### src/rtl/alu_pkg.sv
// Shared ALU definitions: default datapath width and add/sub operation encodings.
package alu_pkg;

  localparam int ALU_WIDTH = 32;

  typedef enum logic {
    ADD = 1'b0,
    SUB = 1'b1
  } op_e;

endpackage

### src/rtl/full_adder.sv
// One-bit full adder cell used as a stage of the add_sub ripple chain.
module full_adder (
  input  logic a,
  input  logic b,
  input  logic cin,
  output logic s,
  output logic cout
);

  assign s    = a ^ b ^ cin;
  assign cout = (a & b) | (cin & (a ^ b));

endmodule

### src/rtl/add_sub.sv
// Registered adder/subtractor with carry, zero, overflow and negative flags.
// Subtraction reuses the adder by inverting b and injecting select as carry-in.
module add_sub
  import alu_pkg::*;
#(
  parameter int WIDTH = ALU_WIDTH
) (
  input  logic             clk,
  input  logic             rst,
  input  logic             select,
  input  logic [WIDTH-1:0] a,
  input  logic [WIDTH-1:0] b,
  output logic [WIDTH-1:0] out,
  output logic             carry,
  output logic             zero,
  output logic             overflow,
  output logic             negative
);

  op_e              op_s;
  logic [WIDTH-1:0] b_eff_s;
  logic [WIDTH-1:0] sum_s;
  logic [WIDTH:0]   chain_s;

  assign op_s = op_e'(select);

  // Effective b operand: inverted for subtraction
  always_comb begin
    b_eff_s = b;
    case (op_s)
      ADD:     b_eff_s = b;
      SUB:     b_eff_s = ~b;
      default: b_eff_s = b;
    endcase
  end

  // The +1 of two's-complement subtraction enters as the chain carry-in
  assign chain_s[0] = select;

  for (genvar i = 0; i < WIDTH; i++) begin : gen_bit
    full_adder u_fa (
      .a    (a[i]),
      .b    (b_eff_s[i]),
      .cin  (chain_s[i]),
      .s    (sum_s[i]),
      .cout (chain_s[i+1])
    );
  end

  // Output register stage; reset wins over any operation in the same cycle
  always_ff @(posedge clk) begin
    if (rst) begin
      out      <= {WIDTH{1'b0}};
      carry    <= 1'b0;
      zero     <= 1'b1;
      overflow <= 1'b0;
      negative <= 1'b0;
    end else begin
      out      <= sum_s;
      carry    <= chain_s[WIDTH];
      zero     <= (sum_s == {WIDTH{1'b0}});
      // Signed overflow: carry into the MSB differs from carry out of it
      overflow <= chain_s[WIDTH] ^ chain_s[WIDTH-1];
      negative <= sum_s[WIDTH-1];
    end
  end

endmodule

### config.mk
export PLATFORM = sky130hd
export DESIGN_NAME = add_sub
export DESIGN_NICKNAME = d
export VERILOG_FILES = /design/src/rtl/alu_pkg.sv /design/src/rtl/full_adder.sv /design/src/rtl/add_sub.sv
export SDC_FILE = /design/constraint.sdc
export NUM_CORES = 1
export LEC_CHECK = 0
export CELL_PAD_IN_SITES_DETAIL_PLACEMENT = 1
export CELL_PAD_IN_SITES_GLOBAL_PLACEMENT = 1
export CORE_MARGIN = 2
export CORE_UTILIZATION = 26
export CTS_CLUSTER_SIZE = 24
export DETAILED_ROUTE_END_ITERATION = 6
export MAX_ROUTING_LAYER = met4
export PLACE_DENSITY = 0.81
export SYNTH_ARGS = -nofsm -noshare
export SYNTH_HDL_FRONTEND = slang
export SYNTH_SLANG_ARGS = --single-unit
### constraint.sdc
create_clock -name clk -period 18.6 [get_ports clk]
set_input_delay 3.72 -clock clk [delete_from_list [all_inputs] [get_ports clk]]
set_output_delay 3.72 -clock clk [all_outputs]
set_load 0.05 [all_outputs]
# == Yosys cells after proc, flatten, opt, wreduce, memory -nomap -nowiden ==
# Cells that the tools add are included.
# W data, S select, Z words.
# totals
mem_count,0
latchBits,0
word_cells,170
ramBits,0
romBits,0
input_bits,67
output_inout_bits,36
regBits,36
# classes
bitwise_logic,163
n_mux,1
n_eq_ne,0
n_mul,0
n_lt_le_gt_ge,0
n_shift,0
div_mod_pow,0
add_sub_neg,0
n_reduce_logical,1
# op_table
op,count
$xor A1 B1 Y1,65
$and A1 B1 Y1,64
$pmux W32 S2,1
$logic_not A32 Y1,1
$not A32 Y32,1
$or A1 B1 Y1,32
$not A1 Y1,1

# == Logic depth before layout (Yosys ltp) ==
# depth
ltp_word,68
ltp_mapped,40
depth_no_buf,38

# == Hierarchy ==
# A second synthesis with hierarchy kept.
# unflattened
cells_unflattened,153
hier_area_um2,2001.9
# by_module_without_submodules
module,area_each_um2,cells_per_inst,instances,seq_area_each_um2
add_sub,1361.3,121,1,700.7
full_adder,20.0,1,32,0.0

# == Worst setup path before layout ==
# No wires, ideal clock.
# synth_path
path_type,input to register
startpoint,in select
endpoint,reg zero
path_slack_ns,0.903
t_required_ns,18.541
path_buffers,2
arrival_time_ns,17.637
setup_time_ns,0.059
stages,40
cell_sequence,buf_2 buf_4 mux2i_1 fa_1 fa_1 fa_1 fa_1 fa_1 fa_1 fa_1 fa_1 fa_1 fa_1 fa_1 fa_1 fa_1 fa_1 fa_1 (+4 left out) fa_1 fa_1 fa_1 fa_1 fa_1 fa_1 fa_1 fa_1 inv_1 fa_1 inv_1 fa_1 fa_1 inv_1 fa_1 nand4bb_1 nor4_1 a41o_1
# synth_between
elab_chain_cells,67
elab_cells_between_ends,160
cone_classes,1 x mux; 158 x bitwise; 1 x reduce/logical
# synth_rtl
element,line_no,source
"start, declared",add_sub.sv:10,"input logic select,"
$not A1 Y1,add_sub.sv:30,case (op_s)
$pmux W32 S2,add_sub.sv:30,
$xor A1 B1 Y1,full_adder.sv:11,assign cout = (a & b) | (cin & (a ^ b));
$and A1 B1 Y1,full_adder.sv:11,
$or A1 B1 Y1,full_adder.sv:11,
$and A1 B1 Y1,full_adder.sv:11,
$or A1 B1 Y1,full_adder.sv:11,
$and A1 B1 Y1,full_adder.sv:11,
(+52 left out),--,
$or A1 B1 Y1,full_adder.sv:11,
$and A1 B1 Y1,full_adder.sv:11,
$or A1 B1 Y1,full_adder.sv:11,
$and A1 B1 Y1,full_adder.sv:11,
$or A1 B1 Y1,full_adder.sv:11,
$xor A1 B1 Y1 (*),full_adder.sv:10,assign s = a ^ b ^ cin;
via gen_bit[31].u_fa.s,full_adder.sv:6,"output logic s,"
$logic_not A32 Y1 (*),add_sub.sv:61,zero <= (sum_s == {WIDTH{1'b0}});
"end signal, assigned",add_sub.sv:61,
"end, declared",add_sub.sv:15,"output logic zero,"
# The timed path passes the listed nets; every way through them passes the cells marked *.
# A chain may end at the register's enable or synchronous reset.

# == Worst setup path after layout ==
# layout_path
startpoint,in b[0]
endpoint,reg zero
# layout_between
elab_chain_cells,67
elab_cells_between_ends,99
cone_classes,1 x mux; 97 x bitwise; 1 x reduce/logical
# layout_rtl
element,line_no,source
"start, declared",add_sub.sv:12,"input logic [WIDTH-1:0] b,"
$not A32 Y32,add_sub.sv:32,SUB: b_eff_s = ~b;
$pmux W32 S2 (*),add_sub.sv:30,
$xor A1 B1 Y1,full_adder.sv:11,
$and A1 B1 Y1,full_adder.sv:11,
$or A1 B1 Y1 (*),full_adder.sv:11,
$and A1 B1 Y1 (*),full_adder.sv:11,
$or A1 B1 Y1 (*),full_adder.sv:11,
$and A1 B1 Y1 (*),full_adder.sv:11,
(+52 left out),--,
$or A1 B1 Y1 (*),full_adder.sv:11,
$and A1 B1 Y1 (*),full_adder.sv:11,
$or A1 B1 Y1 (*),full_adder.sv:11,
$and A1 B1 Y1 (*),full_adder.sv:11,
$or A1 B1 Y1 (*),full_adder.sv:11,
$xor A1 B1 Y1 (*),full_adder.sv:10,
via gen_bit[31].u_fa.s,full_adder.sv:6,
$logic_not A32 Y1 (*),add_sub.sv:61,
# Marks and branches as above.

==> run metrics <==
share of layout cells above drive strength 1=6.46%; Final Core Density=a little over two fifths; hold crit path type=in -> reg; Compound-Gate Fraction of Synth Area=0.498%; row cnt=32; Synth Flop Type=dfxtp_1; # fillers=just under 900; Netlist Area Pre-Place=between 2000 and 2500 um2; Crit path required time=~19 ns; ANT nets after route=0; final worst slack=0.669 ns; setup_tns=0 ns; Clock transition at path regs=0.06 ns; core area=~7600 um2; CP Max Fanout=2; worst slew pin tran=between 0.5 and 0.6 ns; PortBufs=~100; Initial Utilization=between 20% and 30%; final wirelength=between 5000 and 6000 um; DRC viols=0; clk buf depth=2; Worst VDD drop=0.0277 mV; most common cell in the netlist=dfxtp_1; Die ar.=about 8500 um2; Yosys Warn Count=0; Startpoint Class=input port; commonest cells in the netlist=dfxtp_1, nor2_1, inv_1, fa_1, xnor2_1; multi-input logic area=approximately 1200 um2; Final Hold Viols=0; Slowest cell on crit path=clkdlybuf4s50_1; die height=about 90 um; hold path cells=4; Area growth syn-to-layout=61.2%; Initial DRC Count=16; top-area cell type share of the netlist area=about a third; Crit Path Class=in -> reg; placer congestion estimate=0.837; pre-CTS setup slack=-0.183 ns; I/O pins=a little over 100; GR Overflow Total=0; status=completed; Critical Path Most Common Cell=fa_1; post-synth net total=285; vias in the first global route=1866; Crit. End Element=flip-flop; unique cell type count in the Yosys netlist=16; # Max-Cap Violations=0; flops & latches, synth=35; Mapped Cells=~190; multiplexer area fraction after synthesis=less than 1%; Post-Synth XOR/XNOR Area=14.4%; Fmax=~56 MHz; htree depth=2; Pleak=~0.0013 uW; setup repair bufs after CTS=0; CTS Root Cell=clkbuf_8; DR vias=around 1.6k; DRT Pass-1 Iters=4; mean post-synth cell area=between 10 and 15 um2; largest area contributor in the netlist=dfxtp_1; CTS tree=yes; Hold Crit Start=select; Synth async-reset ratio=0%; Power Total=about 300 uW; largest family of logic cells by synthesized area=adder cells; dpl hpwl=between 4000 and 5000 um; initial antenna violation count=0; die width=91.9 um; Seq/Total Area, Yosys=between 30% and 40%; largest net degree at the start of global routing=36; Simple-Gate Fraction of Synth Area=approximately 10%; final setup violating endpoints=0; Worst Hold Path EP=out[2]$_SDFF_PP0_; post-layout net count=between 300 and 400; PwrDens=~91 nW/um2; n_diodes=0; Post-synth EDFFs=0; final worst path period need=roughly 18 ns; period utilisation layout=a little over nine tenths; max-slew violations=0; RSZ-0062 raised after global routing=false; Tot GR Track Use=~14%; top post-synthesis cells by area=dfxtp_1, fa_1, xnor2_1; mean number of vias per cell=~4.0; Register Area=between 700 and 800 um2; Max-slew headroom=63.8%; CTS sink cnt=35; Worst path max stage delay=about 0.52 ns; first-pass GRT wire length=~8800 um; Avg WL per Cell=roughly 14 um; CTS buffer count=5; area share of fa/ha/maj cells after synthesis=around 31%; CP Data Arrival Time=about 18 ns
-- worst max-delay path by stage --
stage	startpoint	end	cells past startpoint
6_report	b[0]	zero$_SDFF_PP1_	40
5_1_grt	b[0]	zero$_SDFF_PP1_	40
3_5_place_dp	b[0]	zero$_SDFF_PP1_	40
4_1_cts	b[0]	zero$_SDFF_PP1_	40
2_1_floorplan	select	zero$_SDFF_PP1_	40
3_3_place_gp	b[0]	zero$_SDFF_PP1_	40
-- sequential cells by signal, indices dropped and copies added, names as in the netlist --
register / count
zero: 1
carry: 1
out: 32
overflow: 1
-- where the power goes --
group | internal, uW | leakage (uW) | switching [uW]
Sequential | 88.2 | 0.000292 | 3.29
Combinational | 62.4 | 0.000977 | 89.5
Clock | 26.3 | 0.0000422 | 25.6
Total | 177 | 0.00131 | 118
-- per-stage QoR --
step                      hold WS, ns  area, um2  instances
after floorplan                  3.87       2010        187
after global placement           4.37       3140        388
after detailed placement         4.36       3140        388
after CTS                        4.07       3230        396
after global routing             4.08       3240        396
final                            4.06       3240        396
-- kinds of logic after synthesis --
family | after synthesis
simple gates | 45
buf+inv | 41
flops | 35
xor+xnor | 33
fa+ha+maj | 31
compound gates | 1
mux | 1
-- layout make-up --
| type | instances | share of cell area (%) |
|---|---|---|
| Sequential cell | 35 | 21.6 |
| Timing Repair Buffer | 108 | 32.7 |
| Inverter | 32 | 3.71 |
| Tap cell | 102 | 3.94 |
| Multi-Input combinational cell | 111 | 35.5 |
| Clock buffer | 7 | 2.35 |
| Clock inverter | 1 | 0.154 |
-- critical path, delay by kind of cell --
family / cells / cell delay (ns)
AND/OR/NAND/NOR: 2 / 0.38
AO/OA/AOI/OAI: 1 / 0.14
multiplexers: 1 / 0.11
buffers and inverters: 5 / 0.89
adder cells (fa/ha/maj): 31 / 12.88
-- placed cells by master (no fill, tap or decap), drive strengths merged, types with 3 or more instances in the layout --
cell | synthesis | routed
clkdlybuf4s50 | 0 | 101
dfxtp | 35 | 35
nor2 | 33 | 33
inv | 32 | 32
fa | 31 | 31
xnor2 | 30 | 30
buf | 9 | 7
clkbuf | 0 | 7
nand4 | 6 | 6
xor2 | 3 | 3
nor2b | 3 | 3
-- what timing repair did --
item / CTS / global route
setup endpoints to repair: 0 / 1
hold buffers: 0 / 0
gates resized for setup: 0 / 5
-- routing by layer --
layer / global-route usage, % / wire length, um
met5: - / 0
met4: 3.98 / 91
met3: 2.47 / 202
met2: 25.7 / 2930
met1: 15.1 / 2220
Power figures use the tool's default switching activity.
